## src/rtl/gate_pkg.sv

```systemverilog
// gate_pkg: shared FSM state encoding and beam polarity for the gate sensor decoder
package gate_pkg;
   typedef enum logic [2:0] {IDLE, IN1, IN2, IN3, OUT1, OUT2, OUT3, WAIT_CLR} state_t;
   localparam logic BEAM_BROKEN = 1'b1;
endpackage

```

## src/rtl/gate_debounce.sv

```systemverilog
// gate_debounce: 2-flop synchronizer followed by a stable-count filter
module gate_debounce #(
   parameter int DEBOUNCE_CYCLES = 4
) (
   input  logic clk,
   input  logic clr_n,
   input  logic din,
   output logic dout
);
   localparam int CW = $clog2(DEBOUNCE_CYCLES) + 1;
   localparam logic [CW-1:0] CLAST = CW'(DEBOUNCE_CYCLES - 1);
   logic [1:0] sync;
   logic [CW-1:0] cnt;
   logic diff;
   assign diff = sync[1] != dout;
   always_ff @(posedge clk or negedge clr_n)
      if (!clr_n) begin
         sync <= '0;
         cnt  <= '0;
         dout <= 1'b0;
      end else begin
         sync <= {sync[0], din};
         cnt  <= (!diff || cnt == CLAST) ? '0 : cnt + CW'(1);
         dout <= (diff && cnt == CLAST) ? sync[1] : dout;
      end
endmodule

```

## src/rtl/gate_sensor_decoder.sv

```systemverilog
// gate_sensor_decoder: debounced two-beam direction FSM emitting ent/ext/err pulses
module gate_sensor_decoder
   import gate_pkg::*;
#(
   parameter int DEBOUNCE_CYCLES = 4,
   parameter int TIMEOUT_CYCLES  = 1000
) (
   input  logic clk,
   input  logic clr_n,
   input  logic sens_a,
   input  logic sens_b,
   output logic ent,
   output logic ext,
   output logic busy,
   output logic err
);
   localparam int TW = $clog2(TIMEOUT_CYCLES) + 1;
   localparam logic [TW-1:0] TLAST = TW'(TIMEOUT_CYCLES - 1);
   logic da, db, a, b, o, tmo, ent_n, ext_n, err_n;
   logic [1:0] xy;
   logic [TW-1:0] dwell;
   state_t state, nxt, s1, s2, s3;
   gate_debounce #(.DEBOUNCE_CYCLES(DEBOUNCE_CYCLES)) u_deb_a (.clk(clk), .clr_n(clr_n), .din(sens_a), .dout(da));
   gate_debounce #(.DEBOUNCE_CYCLES(DEBOUNCE_CYCLES)) u_deb_b (.clk(clk), .clr_n(clr_n), .din(sens_b), .dout(db));
   assign a = da == BEAM_BROKEN;
   assign b = db == BEAM_BROKEN;
   // OUT states reuse the IN transition table with the beams swapped
   assign o   = state inside {OUT1, OUT2, OUT3};
   assign xy  = o ? {b, a} : {a, b};
   assign s1  = o ? OUT1 : IN1;
   assign s2  = o ? OUT2 : IN2;
   assign s3  = o ? OUT3 : IN3;
   assign tmo = !(state inside {IDLE, WAIT_CLR}) && dwell == TLAST;
   always_comb begin
      nxt   = state;
      ent_n = 1'b0;
      ext_n = 1'b0;
      err_n = 1'b0;
      case (state)
         IDLE: begin
            nxt   = (a && b) ? WAIT_CLR : a ? IN1 : b ? OUT1 : IDLE;
            err_n = a && b;
         end
         IN1, OUT1: begin
            nxt   = xy == 2'b11 ? s2 : xy == 2'b00 ? IDLE : xy == 2'b01 ? WAIT_CLR : state;
            err_n = xy == 2'b01;
         end
         IN2, OUT2: begin
            nxt   = xy == 2'b01 ? s3 : xy == 2'b10 ? s1 : xy == 2'b00 ? IDLE : state;
            err_n = xy == 2'b00;
         end
         IN3, OUT3: begin
            nxt   = xy == 2'b00 ? IDLE : xy == 2'b11 ? s2 : xy == 2'b10 ? WAIT_CLR : state;
            err_n = xy == 2'b10;
            ent_n = !o && xy == 2'b00;
            ext_n = o && xy == 2'b00;
         end
         default: nxt = (!a && !b) ? IDLE : WAIT_CLR;
      endcase
      if (tmo) begin
         nxt   = WAIT_CLR;
         err_n = 1'b1;
         ent_n = 1'b0;
         ext_n = 1'b0;
      end
   end
   always_ff @(posedge clk or negedge clr_n)
      if (!clr_n) begin
         state <= IDLE;
         dwell <= '0;
         ent   <= 1'b0;
         ext   <= 1'b0;
         err   <= 1'b0;
         busy  <= 1'b0;
      end else begin
         state <= nxt;
         dwell <= (nxt != state || state inside {IDLE, WAIT_CLR}) ? '0 : dwell + TW'(1);
         ent   <= ent_n;
         ext   <= ext_n;
         err   <= err_n;
         busy  <= nxt != IDLE;
      end
endmodule

```

## config.mk

```make
export PLATFORM = sky130hd
export DESIGN_NAME = gate_sensor_decoder
export DESIGN_NICKNAME = d
export VERILOG_FILES = /design/src/rtl/gate_pkg.sv /design/src/rtl/gate_debounce.sv /design/src/rtl/gate_sensor_decoder.sv
export SDC_FILE = /design/constraint.sdc
export NUM_CORES = 1
export LEC_CHECK = 0
export CORE_MARGIN = 3
export CORE_UTILIZATION = 50
export CTS_BUF_LIST = sky130_fd_sc_hd__clkbuf_4
export DETAILED_ROUTE_END_ITERATION = 12
export MAX_ROUTING_LAYER = met4
export PLACE_DENSITY_LB_ADDON = 0.1
export SYNTH_ARGS = -nofsm -noshare
export SYNTH_HDL_FRONTEND = slang
export SYNTH_SLANG_ARGS = --single-unit
```

## constraint.sdc

```tcl
create_clock -name clk -period 4.4 [get_ports clk]
set_clock_uncertainty 0.2 [all_clocks]
set_input_delay 0.44 -clock clk [delete_from_list [all_inputs] [get_ports clk]]
set_output_delay 0.44 -clock clk [all_outputs]
set_load 0.03 [all_outputs]
```

==> results of run 1 <==
worst min path at each step:
stage | slack [ns] | end | cells past startpoint | startpoint
3_3_place_gp | 0.13 | u_deb_b.sync[1] | 0 | u_deb_b.sync[0]
6_report | 0.16 | u_deb_b.sync[1] | 0 | u_deb_b.sync[0]
2_1_floorplan | -0.06 | busy | 0 | clr_n
3_5_place_dp | 0.15 | u_deb_b.sync[1] | 0 | u_deb_b.sync[0]
4_1_cts | 0.17 | u_deb_b.sync[1] | 0 | u_deb_b.sync[0]
5_1_grt | 0.18 | u_deb_b.sync[1] | 0 | u_deb_b.sync[0]
area by class of cell:
| type | instances | area share, % |
|---|---|---|
| Clock buffer | 5 | 2.11 |
| Clock inverter | 3 | 3.59 |
| Inverter | 9 | 1.90 |
| Multi-Input combinational cell | 103 | 42.4 |
| Sequential cell | 30 | 42.3 |
| Tap cell | 42 | 2.96 |
| Timing Repair Buffer | 9 | 4.79 |
worst reg2reg max path, stage by stage, from the launching register on:
cell and delay, ns:
dfrtp_1 0.45, nor4b_4 0.31, nand4_1 0.32, o2111a_1 0.26, o2bb2ai_2 0.60, nor3_1 0.11
registers in the layout, indices dropped and copies added, names as in the netlist, 2 cells and up:
signal        flops
u_deb_b.cnt       3
state             3
u_deb_a.cnt       3
u_deb_a.sync      2
u_deb_b.sync      2
dwell            11
synthesized netlist by cell type (2+ instances only):
cell,instances
nor3_1,3
ha_1,5
nor2_1,9
or2_2,2
nand2b_1,6
xnor2_1,5
o21ai_0,5
buf_6,2
inv_1,9
nand4_1,3
dfrtp_1,30
nor3_2,10
nand2_1,8
or3_1,2
xor2_1,10
buf_2,2
o31ai_1,2
a21oi_1,7
nand3_1,5
a21o_1,2
power groups by stage:
stage / sequential [mW] / combinational (mW) / clock (mW)
finish: 0.415 / 0.430 / 0.268
detailed placement: 0.420 / 0.428 / 0
global route: 0.426 / 0.482 / 0.288
global placement: 0.415 / 0.416 / 0
CTS: 0.413 / 0.431 / 0.275
floorplan: 0.379 / 0.399 / 0
routing by layer:
metal	part of all wire, %	wire length (um)	up-vias
met2	46	1190	42
met1	46	1190	511
li1	-	-	540
met4	1.9	50	0
met3	6.8	179	4
met5	0	0	-
cells by family (layout without fill, tap and decap cells):
logic type / Yosys count / after routing / share of synthesized area [%]
DFF: 30 / 30 / 47.2
adders and majority gates: 5 / 5 / 3.93
xor gates and xnor gates: 15 / 15 / 8.26
AOI/OAI and AO/OA: 26 / 26 / 11.3
and+or+nand+nor: 56 / 56 / 23.3
buffers and inverters: 17 / 26 / 5.43
muxes: 1 / 1 / 0.629
per-stage QoR:
| stage | total power [mW] | instance area [um2] | hold slack, ns | worst slack, ns | util, % |
|---|---|---|---|---|---|
| global route | 1.20 | 1780 | 0.178 | 1.83 | 61.3 |
| CTS | 1.12 | 1780 | 0.168 | 2.03 | 61.3 |
| global placement | 0.830 | 1680 | 0.133 | 2.06 | 57.8 |
| finish | 1.11 | 1780 | 0.160 | 2.01 | 61.3 |
| detailed placement | 0.847 | 1680 | 0.146 | 2.03 | 57.8 |
| floorplan | 0.778 | 1590 | -0.0556 | 2.31 | - |
==> results.yml, run 1 <==
yosys:
  syn_area_per_cell_um2: 10.6
  synth_nets: 159
  synth_cell_types: 43
  syn-cell-area_um2: 1590
  netlist_top_cells_area: "dfrtp_1 47%, nor3_2 6.3%, xor2_1 5.5%"
  synth_top_area_cell: "dfrtp_1"
  yosysSeqAreaShare_pct: 47.2
  synthArstFlopShare_pct: 100
  ys_ff_latch: 30
  syn_inst: 150
  netlist.area_leader.share_pct: 47.2
  ys.flop_type: "dfrtp_1"
  synth-edff-count: 0
  yosysWarnings: 0
die:
  die_y_um: 62.4
  fp-row-count: 19
  die_area_um2: 3890
  start_util_pct: 54.8
  die_w_um: 62.4
  core_um2: 2900
  ioPinCount: 8
global_routing:
  grt_pass1_wl_um: 4720
  grt_max_degree: 31
  met1_usage_pct: 18.4
  met2_usage_pct: 24.6
  overflow: 0
  antenna_found_initial: 0
  track_usage_pct: 16.2
  grt-busiest-layer: "met2"
  grt_pass1_vias: 1093
  use_met3_pct: 6.29
critical_path:
  crit_path_end: "dwell[10]"
  cpLargestDelayFamily: "compound AO/OA/AOI/OAI gates"
  crit_start: "dwell[3]"
  rr_worst_depth: 5
  cp_cell_sequence: "nor4b_4 -> nand4_1 -> o2111a_1 -> o2bb2ai_2 -> nor3_1"
  cpPeakStageDelay_ns: 0.60
  rr_endpoint: "dwell[10]"
  path_buf_inv: 0
  critical_path_class: "reg2reg"
  path_max_fanout: 11
  crit_cells: 5
  end_kind: "flop"
  cpMaxStageDelayCell: "o2bb2ai_2"
  r2r-start: "dwell[3]"
  cp.required_ns: 4.38
  cp.arrival_ns: 2.37
  cp-start-kind: "flop"
  ff2ff_setup_slack_ns: 2.01
final_layout:
  filler_cell_count: 256
  regArea_um2: 751
  syn2layout_area_growth_pct: 11.7
  multi_input_area_um2: 753
  antenna_cells: 0
  fin_cells: 201
  final_nets: 167
  layout_common_cells: "30 x dfrtp_1, 10 x xor2_1, 10 x nor3_2"
  layout_commonest_cell: "dfrtp_1"
  layout-drive-gt1-share_pct: 17.6
drt:
  via_per_inst: 5.46
  vias: 1097
  drt_iter0_markers: 109
  first_pass_iters: 4
  wl_per_cell_um: 13.0
  drt-total-wl_um: 2620
  route.detailed.drc: 0
  ant_nets: 0
job:
  cap_violations: 0
timing:
  min_period_ns: 2.39
  tightest_slew_ns: 0.726
  finalSetupViolCount: 0
  setup_tns_ns: 0
  max_freq_mhz: 418
  report.final.slew_viol_count: 0
  hold_violations: 0
  max-slew-margin-rel_pct: 51.3
  rsz0062_at_grt: "false"
  finalCritPeriodShare_pct: 54.3
power:
  powerDensity_nw_per_um2: 627
  p_seq_share_pct: 37.3
  swShare_pct: 38.4
  intPower_mw: 0.686
  p_clk_share_pct: 24.0
  switching_power_mw: 0.428
  p_leak_nw: 0.767
  combinationalPowerShare_pct: 38.7
  peakVddDrop_mv: 0.292
clocking:
  holdBufCountCts: 0
  clock_sinks: 30
  cts_tree: "built"
  clk_pin_slew_ns: 0.09
  post_cts_buffers: 0
  cts_buffers: 5
  cts_buffer_depth: 2
  cts-root-buf: "clkbuf_4"
  htree_levels: 2
  post_cts_resized: 0
  insertion_delay_ns: 0.33
status:
  status: "completed"
placement:
  gp_congestion: 0.849
  io_buffer_count: 7
  placed_cells: 193
  hpwl_um: 1810
min_path:
  min_path_type: "reg2reg"
Power figures use the tool's default switching activity.
==> run 2, diff against run 1 <==
==> constraint.sdc (replaced) <==
create_clock -name clk -period 2.4 [get_ports clk]
set_clock_uncertainty 0.2 [all_clocks]
set_input_delay 0.24 -clock clk [delete_from_list [all_inputs] [get_ports clk]]
set_output_delay 0.24 -clock clk [all_outputs]
set_load 0.03 [all_outputs]
==> results.yml, run 2 (synthesized netlist as in run 1, its figures left out) <==
status:
  status: "completed"
drt:
  drt_iter0_markers: 132
  wl_met3_um: 174
  ant_nets: 0
  wl_met1_um: 1310
  top_layer_used: "met4"
  via_per_inst: 5.44
  dr_wl_met2_um: 1340
  first_pass_iters: 5
  vias: 1127
  drt-total-wl_um: 2900
  wl_per_cell_um: 14.0
  route.detailed.drc: 0
final_layout:
  largest_reg_flops: 11
  final_nets: 173
  regArea_um2: 751
  syn2layout_area_growth_pct: 11.6
  layout-drive-gt1-share_pct: 20.6
  top_register: "dwell"
  filler_cell_count: 250
  final_area_um2: 1770
  antenna_cells: 0
  multi_input_area_um2: 753
  layout_common_cells: "30 x dfrtp_1, 10 x xor2_1, 10 x nor3_2"
  layout_commonest_cell: "dfrtp_1"
job:
  cap_violations: 0
die:
  die_area_um2: 3890
  ioPinCount: 8
  core_um2: 2900
  fp-row-count: 19
  die_w_um: 62.4
  start_util_pct: 54.8
  die_y_um: 62.4
clocking:
  htree_levels: 2
  post_cts_resized: 0
  post_cts_buffers: 0
  clk_pin_slew_ns: 0.10
  cts-root-buf: "clkbuf_4"
  cts_tree: "built"
  clock_sinks: 30
  cts_buffers: 5
  cts_buffer_depth: 2
  holdBufCountCts: 0
  insertion_delay_ns: 0.34
min_path:
  min_path_type: "in2async"
global_routing:
  grt_pass1_wl_um: 5040
  grt_max_degree: 31
  grt_pass1_vias: 1157
  antenna_found_initial: 0
  overflow: 0
  track_usage_pct: 16.9
critical_path:
  cp.required_ns: 2.46
  cp.arrival_ns: 2.32
  end_kind: "flop"
  critical_path_class: "reg2reg"
  crit_start: "dwell[0]"
  rr_worst_depth: 5
  path_max_fanout: 11
  r2r-start: "dwell[0]"
  cp-start-kind: "flop"
placement:
  placed_area_um2: 1720
  io_buffer_count: 7
  gp_congestion: 0.953
  hpwl_um: 1970
timing:
  tightest_slew_ns: 0.712
  rsz0062_at_grt: "false"
  hold_violations: 0
  finalCritPeriodShare_pct: 94.5
  max-slew-margin-rel_pct: 52.2
  min_period_ns: 2.27
  max_freq_mhz: 441
  hold_ws_ns: 0.0747
  report.final.slew_viol_count: 0
  finalSetupViolCount: 0
  setup_tns_ns: 0
power:
  peakVddDrop_mv: 0.493
  p_leak_nw: 0.772
  finalPower_mw: 1.90
  powerDensity_nw_per_um2: 1070
-- run 2: cell type report --
cell class / count / area share (%)
inverters: 9 / 1.90
well taps: 42 / 2.96
clock buffers: 5 / 2.12
multi-input cells: 103 / 42.5
repair buffers: 15 / 7.33
clock inverters: 3 / 0.917
flip-flops and latches: 30 / 42.3
-- run 2: worst max-delay path: stages, from the launching register on --
cell and delay (ns):
dfrtp_1 0.44, ha_1 0.31, and4_4 0.20, or4_4 0.51
o2bb2ai_2 0.28, nor3_1 0.25
-- run 2: final timing paths --
kind	slack (ns)	end
setup / recovery	0.13	dwell[10]
hold / removal	0.07	dwell[3]
setup reg to reg	0.13	dwell[10]
hold reg to reg	0.16	u_deb_b.sync[1]
max in group asynchronous	1.65	u_deb_a.cnt[2]
min in group clk	0.12	u_deb_b.sync[0]
-- run 2: report_power, final --
part / switching [mW] / internal (mW) / total (mW) / leakage (nW)
registers: 0.104 / 0.606 / 0.709 / 0.395
logic: 0.518 / 0.376 / 0.894 / 0.348
clock network: 0.186 / 0.109 / 0.295 / 0.0286
-- run 2: per-stage QoR --
stage	std cells	util, %	setup WS [ns]
after CTS	207	61.2	0.0913
after detailed placement	199	59.3	0.108
after global placement	199	59.3	0.201
after global routing	207	61.2	0.00589
final	207	61.2	0.132
after floorplan	150	-	0.315
-- run 2: metal layers --
metal  up-vias  track usage, %
met5         -               -
met4         0            9.92
met3        11            6.12
met2        40            24.6
met1       529            20.1
li1        547               -
